--- config.mk ---
export PLATFORM = sky130hd
export DESIGN_NAME = snn_layer_scheduler
export DESIGN_NICKNAME = d
export VERILOG_FILES = /design/src/rtl/snn_pkg.sv /design/src/rtl/snn_weight_mem.sv /design/src/rtl/snn_layer_scheduler.sv
export SDC_FILE = /design/constraint.sdc
export NUM_CORES = 1
export LEC_CHECK = 0
export BUFFER_PORTS_ARGS = -buffer_cell sky130_fd_sc_hd__buf_2
export CORE_MARGIN = 1
export CORE_UTILIZATION = 55
export DETAILED_ROUTE_END_ITERATION = 7
export PLACE_DENSITY = 0.74
export RECOVER_POWER = 50
export SLEW_MARGIN = 10
export SYNTH_ARGS = -nofsm -noshare
export SYNTH_HDL_FRONTEND = slang
export SYNTH_SLANG_ARGS = --single-unit
export TNS_END_PERCENT = 30
--- constraint.sdc ---
create_clock -name clk -period 3.9 [get_ports clk]
set_clock_uncertainty 0.2 [all_clocks]
set_input_delay 0.195 -clock clk [delete_from_list [all_inputs] [get_ports clk]]
set_output_delay 0.195 -clock clk [all_outputs]
set_load 0.01 [all_outputs]
--- src/rtl/snn_pkg.sv ---
// ============================================================================
// snn_pkg : shared types and helpers for the spiking-neuron layer scheduler
// Revision 1.0
// ============================================================================
`default_nettype none

package snn_pkg;

  localparam int INT_WIDTH_DEFAULT = 4;

  typedef enum logic [2:0] {
    IDLE   = 3'd0,
    LOAD   = 3'd1,
    ACCUM  = 3'd2,
    COMMIT = 3'd3,
    DONE   = 3'd4
  } state_t;

  // Unsigned add clamped to the largest value representable in `width` bits.
  function automatic logic [31:0] sat_add(input logic [31:0] a,
                                          input logic [31:0] b,
                                          input int          width);
    logic [32:0] sum;
    logic [32:0] lim;
    sum = {1'b0, a} + {1'b0, b};
    lim = (33'd1 << width) - 33'd1;
    return (sum > lim) ? lim[31:0] : sum[31:0];
  endfunction

endpackage

`default_nettype wire

--- src/rtl/snn_weight_mem.sv ---
// ============================================================================
// snn_weight_mem : per-(neuron, input) weight register file, async read
// Revision 1.0
// ============================================================================
`default_nettype none

module snn_weight_mem
  import snn_pkg::*;
#(
  parameter int NUM_INPUTS  = 2,
  parameter int NUM_NEURONS = 4,
  parameter int INT_WIDTH   = INT_WIDTH_DEFAULT,
  parameter int ADDR_WIDTH  = 3,
  parameter int N_WIDTH     = 2,
  parameter int I_WIDTH     = 1
) (
  input  logic                  clk,
  input  logic                  rst,
  input  logic                  we,
  input  logic [ADDR_WIDTH-1:0] waddr,
  input  logic [INT_WIDTH-1:0]  wdata,
  input  logic [N_WIDTH-1:0]    rd_n,
  input  logic [I_WIDTH-1:0]    rd_i,
  output logic [INT_WIDTH-1:0]  rdata
);

  localparam int C_DEPTH = NUM_NEURONS * NUM_INPUTS;

  logic [INT_WIDTH-1:0]  r_regs [C_DEPTH];
  logic [ADDR_WIDTH-1:0] w_rd_addr;

  assign w_rd_addr = ADDR_WIDTH'(int'(rd_n) * NUM_INPUTS + int'(rd_i));
  assign rdata     = r_regs[w_rd_addr];

  always_ff @(posedge clk) begin
    if (rst) begin
      for (int k = 0; k < C_DEPTH; k++) begin
        r_regs[k] <= '0;
      end
    end else if (we && (int'(waddr) < C_DEPTH)) begin
      // Out-of-range addresses are silently dropped.
      r_regs[waddr] <= wdata;
    end
  end

endmodule

`default_nettype wire

--- src/rtl/snn_layer_scheduler.sv ---
// ============================================================================
// snn_layer_scheduler : time-multiplexed integrate-and-fire layer controller
// Revision 1.0
// ============================================================================
`default_nettype none

module snn_layer_scheduler
  import snn_pkg::*;
#(
  parameter int NUM_INPUTS    = 2,
  parameter int NUM_NEURONS   = 4,
  parameter int INT_WIDTH     = INT_WIDTH_DEFAULT,
  parameter int THRESHOLD     = 8,
  localparam int ADDR_WIDTH   = (NUM_NEURONS * NUM_INPUTS > 1) ?
                                $clog2(NUM_NEURONS * NUM_INPUTS) : 1
) (
  input  logic                   clk,
  input  logic                   rst,
  input  logic                   step_start,
  input  logic [NUM_INPUTS-1:0]  in_spikes,
  input  logic                   cfg_we,
  input  logic [ADDR_WIDTH-1:0]  cfg_addr,
  input  logic [INT_WIDTH-1:0]   cfg_data,
  output logic                   busy,
  output logic                   step_done,
  output logic [NUM_NEURONS-1:0] out_spikes
);

  localparam int N_WIDTH = (NUM_NEURONS > 1) ? $clog2(NUM_NEURONS) : 1;
  localparam int I_WIDTH = (NUM_INPUTS  > 1) ? $clog2(NUM_INPUTS)  : 1;

  localparam logic [N_WIDTH-1:0]   C_N_LAST = N_WIDTH'(NUM_NEURONS - 1);
  localparam logic [I_WIDTH-1:0]   C_I_LAST = I_WIDTH'(NUM_INPUTS - 1);
  localparam logic [INT_WIDTH-1:0] C_THRESH = INT_WIDTH'(THRESHOLD);

  state_t                r_state;
  logic [N_WIDTH-1:0]    r_n;
  logic [I_WIDTH-1:0]    r_i;
  logic [INT_WIDTH-1:0]  r_acc;
  logic [NUM_INPUTS-1:0] r_spikes;
  logic [INT_WIDTH-1:0]  r_mem [NUM_NEURONS];

  logic [INT_WIDTH-1:0]  w_weight;
  logic [INT_WIDTH-1:0]  w_sum;
  logic                  w_cfg_we;

  // Configuration writes are only honoured between timesteps.
  assign w_cfg_we = cfg_we && (r_state == IDLE);
  assign w_sum    = INT_WIDTH'(sat_add(32'(r_acc), 32'(w_weight), INT_WIDTH));

  snn_weight_mem #(
    .NUM_INPUTS  (NUM_INPUTS),
    .NUM_NEURONS (NUM_NEURONS),
    .INT_WIDTH   (INT_WIDTH),
    .ADDR_WIDTH  (ADDR_WIDTH),
    .N_WIDTH     (N_WIDTH),
    .I_WIDTH     (I_WIDTH)
  ) u_weight_mem (
    .clk   (clk),
    .rst   (rst),
    .we    (w_cfg_we),
    .waddr (cfg_addr),
    .wdata (cfg_data),
    .rd_n  (r_n),
    .rd_i  (r_i),
    .rdata (w_weight)
  );

  always_ff @(posedge clk) begin
    if (rst) begin
      r_state    <= IDLE;
      busy       <= 1'b0;
      step_done  <= 1'b0;
      out_spikes <= '0;
      r_n        <= '0;
      r_i        <= '0;
      r_acc      <= '0;
      r_spikes   <= '0;
      for (int k = 0; k < NUM_NEURONS; k++) begin
        r_mem[k] <= '0;
      end
    end else begin
      step_done <= 1'b0;
      unique case (r_state)
        IDLE: begin
          if (step_start) begin
            r_spikes   <= in_spikes;
            out_spikes <= '0;
            r_n        <= '0;
            busy       <= 1'b1;
            r_state    <= LOAD;
          end
        end
        LOAD: begin
          r_acc   <= r_mem[r_n];
          r_i     <= '0;
          r_state <= ACCUM;
        end
        ACCUM: begin
          if (r_spikes[r_i]) begin
            r_acc <= w_sum;
          end
          if (r_i == C_I_LAST) begin
            r_state <= COMMIT;
          end else begin
            r_i <= r_i + 1'b1;
          end
        end
        COMMIT: begin
          // A firing neuron resets its membrane; otherwise the charge persists.
          if (r_acc >= C_THRESH) begin
            out_spikes[r_n] <= 1'b1;
            r_mem[r_n]      <= '0;
          end else begin
            r_mem[r_n] <= r_acc;
          end
          if (r_n == C_N_LAST) begin
            r_state <= DONE;
          end else begin
            r_n     <= r_n + 1'b1;
            r_state <= LOAD;
          end
        end
        DONE: begin
          step_done <= 1'b1;
          busy      <= 1'b0;
          r_state   <= IDLE;
        end
        default: begin
          r_state <= IDLE;
        end
      endcase
    end
  end

endmodule

`default_nettype wire
### Word level (Yosys, flattened, before mapping)

Memory sizes are Yosys's and may differ from the RTL's. A register that Yosys moved wholly into a read port is not among the register bits.
Cells that the tools add are included.

* add/subtract/negate cells: 4
* $lt $le $gt $ge: 5
* eq/ne operators: 10
* mux-type cells: 44
* bitwise gates (word level): 2
* reduce and logical (&&, ||, !) cells: 14

Operators by type and width (count)
* $mux W4: 7
* $mux W1: 21
* $pmux W4 S2: 2
* $mux W3: 4
* $pmux W3 S4: 1
* $mux W2: 5
* $ne A2 B2 Y1 const B: 5
* $reduce_and A2 Y1: 4
* $reduce_or A4 Y1: 2
* $eq A3 B2 Y1 const B: 2
* $reduce_and A3 Y1: 2
* $reduce_bool A2 Y1: 3
* $add A4 B4 Y5: 1
* $gt A5 B4 Y1 const B: 1
* $ge A4 B4 Y1 const B: 1
* $or A4 B4 Y4: 1
* $pmux W1 S2: 2
* $pmux W2 S2: 1
* $add A3 B1 Y3: 1
* $eq A3 B1 Y1 const B: 1
* $eq A3 B3 Y1 const B: 1
* $logic_not A3 Y1: 1
* $lt A2 B3 Y1 const B: 1
* $add A2 B1 Y2 const B: 1
* 7 further kinds: 8

* flip-flop bits (word level): 18
* memory bits (writable): 48
* bits of input ports: 13
* output and inout bits: 6
* word-level logic and storage cells: 89
* memories: 2

Memory list
* u_weight_mem.r_regs: words 8, width 4, rd ports 1, clocked after Yosys merged registers in 0, wr ports 8, RTL line snn_weight_mem.sv:29 `logic [INT_WIDTH-1:0] r_regs [C_DEPTH];`
* r_mem: words 4, width 4, rd ports 1, clocked after Yosys merged registers in 1, wr ports 4, RTL line snn_layer_scheduler.sv:41 `logic [INT_WIDTH-1:0] r_mem [NUM_NEURONS];`

### Longest topological paths before layout

Gate-level depths: netlist of run 1.

* depth after elaboration: 8
* gate-level depth with buffers: 11
* gate-level depth less buffers: 10

### Cells and area by module

From an unflattened synthesis of run 1, not the netlist that was laid out.

* cell total of the unflattened synthesis: 259
* area, all modules: 3251.9 um^2

By module, submodules not included
* snn_layer_scheduler: instances 1, cells each 156, area an instance 1717.9 um^2
* snn_weight_mem: instances 1, cells each 103, area an instance 1534.0 um^2

### Worst setup path before layout of run 1

Ideal clock, no wire load.

* path type: reg-to-reg
* start point: reg r_i
* end point: reg r_acc[3]
* setup time: 0.129 ns
* arrival time: 2.400 ns
* required time: 3.571 ns
* path slack: 1.171 ns
* stages on the path, launching flop included: 10
* buffers on the path: 1
* clock period less this slack: 2.729 ns
* cell sequence: dfxtp_1 > buf_4 > mux4_2 > nand2_1 > nand2_1 > ha_1 > and3_1 > or3_1 > a211oi_1 > o41ai_2

* word-level cells in the longest chain between the ends: 7
* elaborated cells on any way between the ends: 11
* those cells by class: 2 x add/sub; 1 x order compare; 1 x eq/ne; 5 x mux; 1 x reduce/logical; 1 x memory

RTL lines
* start, declared: RTL line snn_layer_scheduler.sv:38 `logic [I_WIDTH-1:0] r_i;`
* start signal, assigned: RTL line snn_layer_scheduler.sv:106 `r_i <= r_i + 1'b1;`
* $add A3 B1 Y3: RTL line snn_weight_mem.sv:32 `assign w_rd_addr = ADDR_WIDTH'(int'(rd_n) * NUM_INPUTS + int'(rd_i));`
* $mem_v2 Z8 W4
* $add A4 B4 Y5: RTL line snn_pkg.sv:25 `sum = {1'b0, a} + {1'b0, b};`
* $gt A5 B4 Y1: RTL line snn_pkg.sv:27 `return (sum > lim) ? lim[31:0] : sum[31:0];`
* $mux W4: RTL line snn_pkg.sv:27
* $mux W4: RTL line snn_layer_scheduler.sv:100 `if (r_spikes[r_i]) begin`
* $pmux W4 S2: RTL line snn_layer_scheduler.sv:84 `unique case (r_state)`
* end signal, assigned: RTL line snn_layer_scheduler.sv:95 `r_acc <= r_mem[r_n];`
* end signal, assigned: RTL line snn_layer_scheduler.sv:101 `r_acc <= w_sum;`
* end, declared: RTL line snn_layer_scheduler.sv:39 `logic [INT_WIDTH-1:0] r_acc;`

Parallel ways exist; a longest one is shown, timed or not. The select of a mux whose other input is x is not followed.
A chain may end at the register's enable or synchronous reset.

### Worst setup path in the final report of run 1

Same ends and word-level chain as after synthesis.

==> out/qor.yml, run 1 <==
clock_tree:
  cts_tree: "built"
  clockBufferDepth: 2
  clk_pin_slew_worst_paths_ps: 70
  clk_latency_ps: 330
  post_cts_resized: 0
  clkSinkCount: 68
  hold_buffers: 2
  cts_buffers: 9
  cts_setup_buffers: 0
  ctsHtreeMaxLevel: 3
  ctsRootBufferMaster: "clkbuf_8"
synthesis:
  netlist_top_cells_area: "edfxtp_1, dfxtp_1, and2_1"
  yosys_warnings: 0
  synthSimpleGateAreaFrac_pct: 21.39
  ys_ff_latch: 68
  synth_top_family_by_area: "simple AND/OR/NAND/NOR gates"
  synth-edff-count: 48
  synth_top_area_share_pct: 44.24
  async_flop_share_pct: 0
  syn-cell-area_um2: 3258
  post-synth-top-area-cell: "edfxtp_1"
  synth_compound_area_share_pct: 4.877
  synth_fa_ha_area_share_pct: 3.687
  avgSynthCellArea_um2: 12.29
  synth_cell_type_count: 44
  synth_xor_area_share_pct: 0.5376
  synth_mux_area_share_pct: 10.60
  seq_area_frac_synth_pct: 56.53
  synthFlopType: "edfxtp_1"
  syn_inst: 265
sta:
  setup_tns_ps: 0
  hold_violations: 0
  max_clock_freq_mhz: 326.5
  hold_ws_ps: 66.14
  drv_slew: 0
  slew_headroom_pct: 17.13
  finalSetupViolCount: 0
  rsz0062_at_grt: "no"
  fin_crit_sh_pct: 78.54
  fin_crit_ps: 3063
  tightest_slew_ps: 1226
cells_and_area:
  syn_to_final_growth_pct: 10.37
  layout-drive-gt1-share_pct: 16.55
  diodes: 0
  mostFrequentLayoutCell: "edfxtp_1"
  final_cell_mix: "edfxtp_1, nor2_1, and2_0"
  nNetsFinal: 313
setup_path:
  arrival_ps: 3060
  crit_required_ps: 3900
  reg2reg_depth: 9
  r2r_slack_ps: 840
  critPathLaunchType: "register"
  end_kind: "register"
  crit_fanout: 10
  worstSetupPathType: "reg -> reg"
grt:
  antenna_found_initial: 0
  grt_pass1_vias: 1987
  track_usage_pct: 21.47
  grt_pass1_wl_um: 9653
  grt-ovfl-total: 0
  grt_max_degree: 32
floorplanning:
  num_rows: 27
  core_um2: 5608
  start_util_pct: 58.10
  fp.dieH_um: 78.97
  dieArea_um2: 6235
  die_w_um: 78.97
  ios: 19
placement:
  place.port_buffers: 18
  dp_hpwl_um: 4407
  gp_congestion: 0.8434
power_and_ir_drop:
  power.leakage_nw: 1.350
  p_per_area_nw_per_um2: 427.2
  irDropWorstVdd_v: 0.0003211
  p_total_mw: 1.536
detailed_routing:
  viasPerCell: 5.438
  routed_wl_um: 5954
  first_pass_iters: 4
  vias: 2001
  antenna_left: 0
  drt_iter0_drc: 92
  drc: 0
  wire_per_inst_um: 16.18
worst_hold_path:
  hold_class: "in -> reg"
  min_path_cells: 2
job:
  max_cap_viol_count: 0
outcome:
  outcome: "complete, no violations"
per-stage QoR:
| step | cells | utilization (%) | setup WS, ps | cell area, um^2 |
|---|---|---|---|---|
| 2_1_floorplan | 268 | - | 1171 | 3269 |
| 3_3_place_gp | 350 | 60.87 | 939.1 | 3413 |
| 3_5_place_dp | 350 | 60.87 | 830.9 | 3413 |
| 4_1_cts | 368 | 64.61 | 816.4 | 3623 |
| 5_1_grt | 368 | 64.12 | 624.2 | 3596 |
| 6_report | 368 | 64.12 | 837.1 | 3596 |
power by group:
part           switching [mW]  leakage [nW]  internal (mW)  total [mW]
clock                   0.259         0.101          0.293       0.552
sequential             0.0299         0.657          0.805       0.835
combinational          0.0766         0.592         0.0722       0.149
total                   0.366          1.35           1.17        1.54
final timing paths:
check	from	to
setup / recovery	r_i	r_acc[3]
hold / removal	cfg_data[3]	u_weight_mem.r_regs[2][3]
setup reg to reg	r_i	r_acc[3]
hold reg to reg	out_spikes[2]	out_spikes[2]
cells by family after synthesis:
kind of cell	count (synthesis)
simple gates	127
flops	68
compound gates	23
mux	18
buf+inv	17
fa+ha+maj	9
xor+xnor	2
other cells	1
critical path: stages (launching register included):
cell and delay [ps]:
dfxtp_1 670, mux4_2 570, nand2_1 70, and2_1 170, inv_1 70, ha_1 270
and3_1 170, or3_1 350, a211oi_1 290, o41ai_2 110
synthesized netlist by cell type (all sizes together), types with 2 or more instances:
| cell | number |
|---|---|
| edfxtp | 48 |
| and2 | 33 |
| nor2 | 28 |
| nand2 | 22 |
| dfxtp | 20 |
| mux4 | 12 |
| or2 | 12 |
| a21oi | 9 |
| ha | 8 |
| inv | 8 |
| nor3 | 7 |
| mux2i | 6 |
| nand2b | 6 |
| nor3b | 6 |
| clkbuf | 5 |
| buf | 4 |
| a21o | 2 |
| nor4 | 2 |
| nor4b | 2 |
| o21ai | 2 |
| o22a | 2 |
| o311ai | 2 |
| xnor2 | 2 |
final cells by class:
type | count | area, um^2
Multi-Input combinational cell | 183 | 1338
Fill cell | 451 | 2012
Inverter | 8 | 30.03
Clock buffer | 9 | 123.9
Clock inverter | 7 | 66.31
Timing Repair Buffer | 21 | 106.4
Sequential cell | 68 | 1842
Tap cell | 72 | 90.09
registers in the layout, indices dropped and copies added (netlist names), named ones only:
name	count
busy	1
out_spikes	4
r_acc	4
r_i	1
r_mem	16
r_n	2
r_spikes	2
r_state	3
step_done	1
u_weight_mem.r_regs	32
metal layers:
layer / vias up / wire, um / global-route usage [%]
met1: 955 / 2644 / 25.95
met2: 35 / 3073 / 36.81
met3: 4 / 203 / 6.322
li1: 1007 / - / -
met5: - / 0 / 0
met4: 0 / 31 / 6.909
Power figures use the tool's default switching activity.
==> inputs of run 2 (changes only) <==
--- a/config.mk
+++ b/config.mk
@@ -5,11 +5,12 @@
 export SDC_FILE = /design/constraint.sdc
 export NUM_CORES = 1
 export LEC_CHECK = 0
+export ABC_AREA = 1
 export BUFFER_PORTS_ARGS = -buffer_cell sky130_fd_sc_hd__buf_2
 export CORE_MARGIN = 1
-export CORE_UTILIZATION = 55
+export CORE_UTILIZATION = 54
 export DETAILED_ROUTE_END_ITERATION = 7
-export PLACE_DENSITY = 0.74
+export PLACE_DENSITY = 0.76
 export RECOVER_POWER = 50
 export SLEW_MARGIN = 10
 export SYNTH_ARGS = -nofsm -noshare
==> constraint.sdc (replaced) <==
create_clock -name clk -period 2.55 [get_ports clk]
set_clock_uncertainty 0.2 [all_clocks]
set_input_delay 0.1275 -clock clk [delete_from_list [all_inputs] [get_ports clk]]
set_output_delay 0.1275 -clock clk [all_outputs]
set_load 0.01 [all_outputs]
==> out/qor.yml, run 2 <==
outcome:
  outcome: "complete, no violations"
synthesis:
  netlist_top_cells_area: "edfxtp_1, dfxtp_1, nor2_1"
  avgSynthCellArea_um2: 9.074
  syn_inst: 361
  yosys_warnings: 0
  synthFlopType: "edfxtp_1"
  seq_area_frac_synth_pct: 56.23
  syn-cell-area_um2: 3276
  synth_compound_area_share_pct: 8.098
  synth_fa_ha_area_share_pct: 3.667
  synth_top_area_share_pct: 44.00
  synthSimpleGateAreaFrac_pct: 25.90
  synth.most_common_cell: "nor2_1"
  post-synth-top-area-cell: "edfxtp_1"
  synth_cell_type_count: 32
  synth-edff-count: 48
  synth_mux_area_share_pct: 0
  ys_ff_latch: 68
  async_flop_share_pct: 0
  synth_top_family_by_area: "simple AND/OR/NAND/NOR gates"
  synthTopCellsByCount: "nor2_1, nand2_1, edfxtp_1"
  synth_xor_area_share_pct: 0.2674
detailed_routing:
  drc: 0
  antenna_left: 0
  vias: 2515
  routed_wl_um: 6914
  drt_iter0_drc: 186
  wire_per_inst_um: 14.23
  first_pass_iters: 4
  viasPerCell: 5.175
floorplanning:
  ios: 19
  dieArea_um2: 6382
  fp.dieH_um: 79.89
  start_util_pct: 55.65
  num_rows: 28
  die_w_um: 79.89
  core_um2: 5886
setup_path:
  critPathLaunch: "r_i"
  crit_required_ps: 2640
  r2r_slack_ps: 30
  crit_fanout: 6
  end_kind: "register"
  arrival_ps: 2610
  timing.rr.start: "r_i"
  crit_end: "r_acc[3]"
  r2r_end: "r_acc[3]"
  critPathLaunchType: "register"
  worstSetupPathType: "reg -> reg"
  reg2reg_depth: 14
grt:
  grt-ovfl-total: 0
  grt_pass1_vias: 2344
  grt_max_degree: 16
  track_usage_pct: 23.25
  antenna_found_initial: 0
  grt_pass1_wl_um: 10740
placement:
  place_area_um2: 3510
  post-place-ws_ps: 14.90
  place.port_buffers: 18
  gp_congestion: 0.8829
  dp_hpwl_um: 4804
job:
  max_cap_viol_count: 0
cells_and_area:
  stdcell_area_um2: 3754
  reg_top3: "u_weight_mem.r_regs (32), r_mem (16)"
  layout-drive-gt1-share_pct: 14.11
  final_cell_mix: "nor2_1, nand2_1, edfxtp_1"
  top_register: "u_weight_mem.r_regs"
  nNetsFinal: 428
  mostFrequentLayoutCell: "nor2_1"
  final_util_pct: 63.78
  diodes: 0
  largest_reg_flops: 32
  syn_to_final_growth_pct: 14.59
clock_tree:
  clkSinkCount: 68
  clockBufferDepth: 2
  cts_buffers: 9
  ctsRootBufferMaster: "clkbuf_8"
  ctsHtreeMaxLevel: 3
  clk_latency_ps: 350
  clk_pin_slew_worst_paths_ps: 80
  cts_tree: "built"
sta:
  fin_crit_ps: 2524
  max_clock_freq_mhz: 396.1
  slew_headroom_pct: 55.03
  finalSetupViolCount: 0
  setup_tns_ps: 0
  hold_violations: 0
  tightest_slew_ps: 672.0
  fin_crit_sh_pct: 98.99
  setup_ws_ps: 25.63
  hold_ws_ps: 28.68
  drv_slew: 0
power_and_ir_drop:
  power.leakage_nw: 1.624
  p_per_area_nw_per_um2: 678.0
  irDropWorstVdd_v: 0.0004712
worst_hold_path:
  hold_class: "in -> reg"
  min_path_cells: 3
run 2: cell count changes after synthesis, sizes merged, moves of 21 or more:
cell,delta
nor2,+52
inv,+31
and2,-33
nand2,+53
o21ai,+21
nand3,+23
run 2: what timing repair did:
item | in CTS | in global routing
setup endpoints to repair | 2 | 4
hold buffers | 8 | 0
setup buffers | 0 | 3
gates resized for setup | 1 | 16
pin swaps | 0 | 6
endpoints found under the hold margin | 15 | 0
run 2: layout make-up:
type                       instances  area [um^2]
clock buffer                      15        187.7
timing repair buffer              39        267.8
inverter                          40        153.9
multi-input combinational        248         1197
sequential                        68         1848
fill                             499         2132
clock inverter                     1        5.005
tap                               75        93.84
run 2: kinds of logic after synthesis:
logic type,count (synthesis)
AND/OR/NAND/NOR,184
flip-flops,68
AO/OA/AOI/OAI,50
buffers and inverters,48
adder cells (fa/ha/maj),9
XOR/XNOR,1
other,1
run 2: power by group:
group	internal, mW	switching, mW
Clock	0.466	0.386
Sequential	1.24	0.0374
Combinational	0.153	0.260
Total	1.86	0.683
run 2: stage by stage:
stage               std cells  power [mW]
floorplan                 364       1.576
global placement          459       1.674
detailed placement        459       1.687
CTS                       483       2.533
global route              486       2.645
finish                    486       2.545
run 2: critical path, cell delays in order, from the launching register on:
cell      delay [ps]
dfxtp_4          400
buf_6            130
nor2_1            50
nor2_1            70
o21ai_1           70
a31oi_1          230
ha_2             220
inv_1             60
fa_2             360
nand3b_1         220
nand2_1          110
nor2_1            60
nand2_1           70
nand3_1           70
a21oi_1          140
run 2: metal layers:
metal / track usage (%) / share of wire [%]
met2: 40.94 / 52
met3: 8.114 / 5.9
met5: 0 / 0
met1: 24.38 / 40
met4: 11.79 / 2.5
run 2: worst min path at each step:
stage / from / endpoint / slack [ps]
final: cfg_data[0] / u_weight_mem.r_regs[2][0] / 30
after global routing: cfg_data[0] / u_weight_mem.r_regs[2][0] / 30
after CTS: cfg_data[0] / u_weight_mem.r_regs[2][0] / 20
after detailed placement: in_spikes[1] / r_spikes[1] / 210
after global placement: in_spikes[0] / r_spikes[0] / 200
after floorplan: rst / r_state[0] / 6
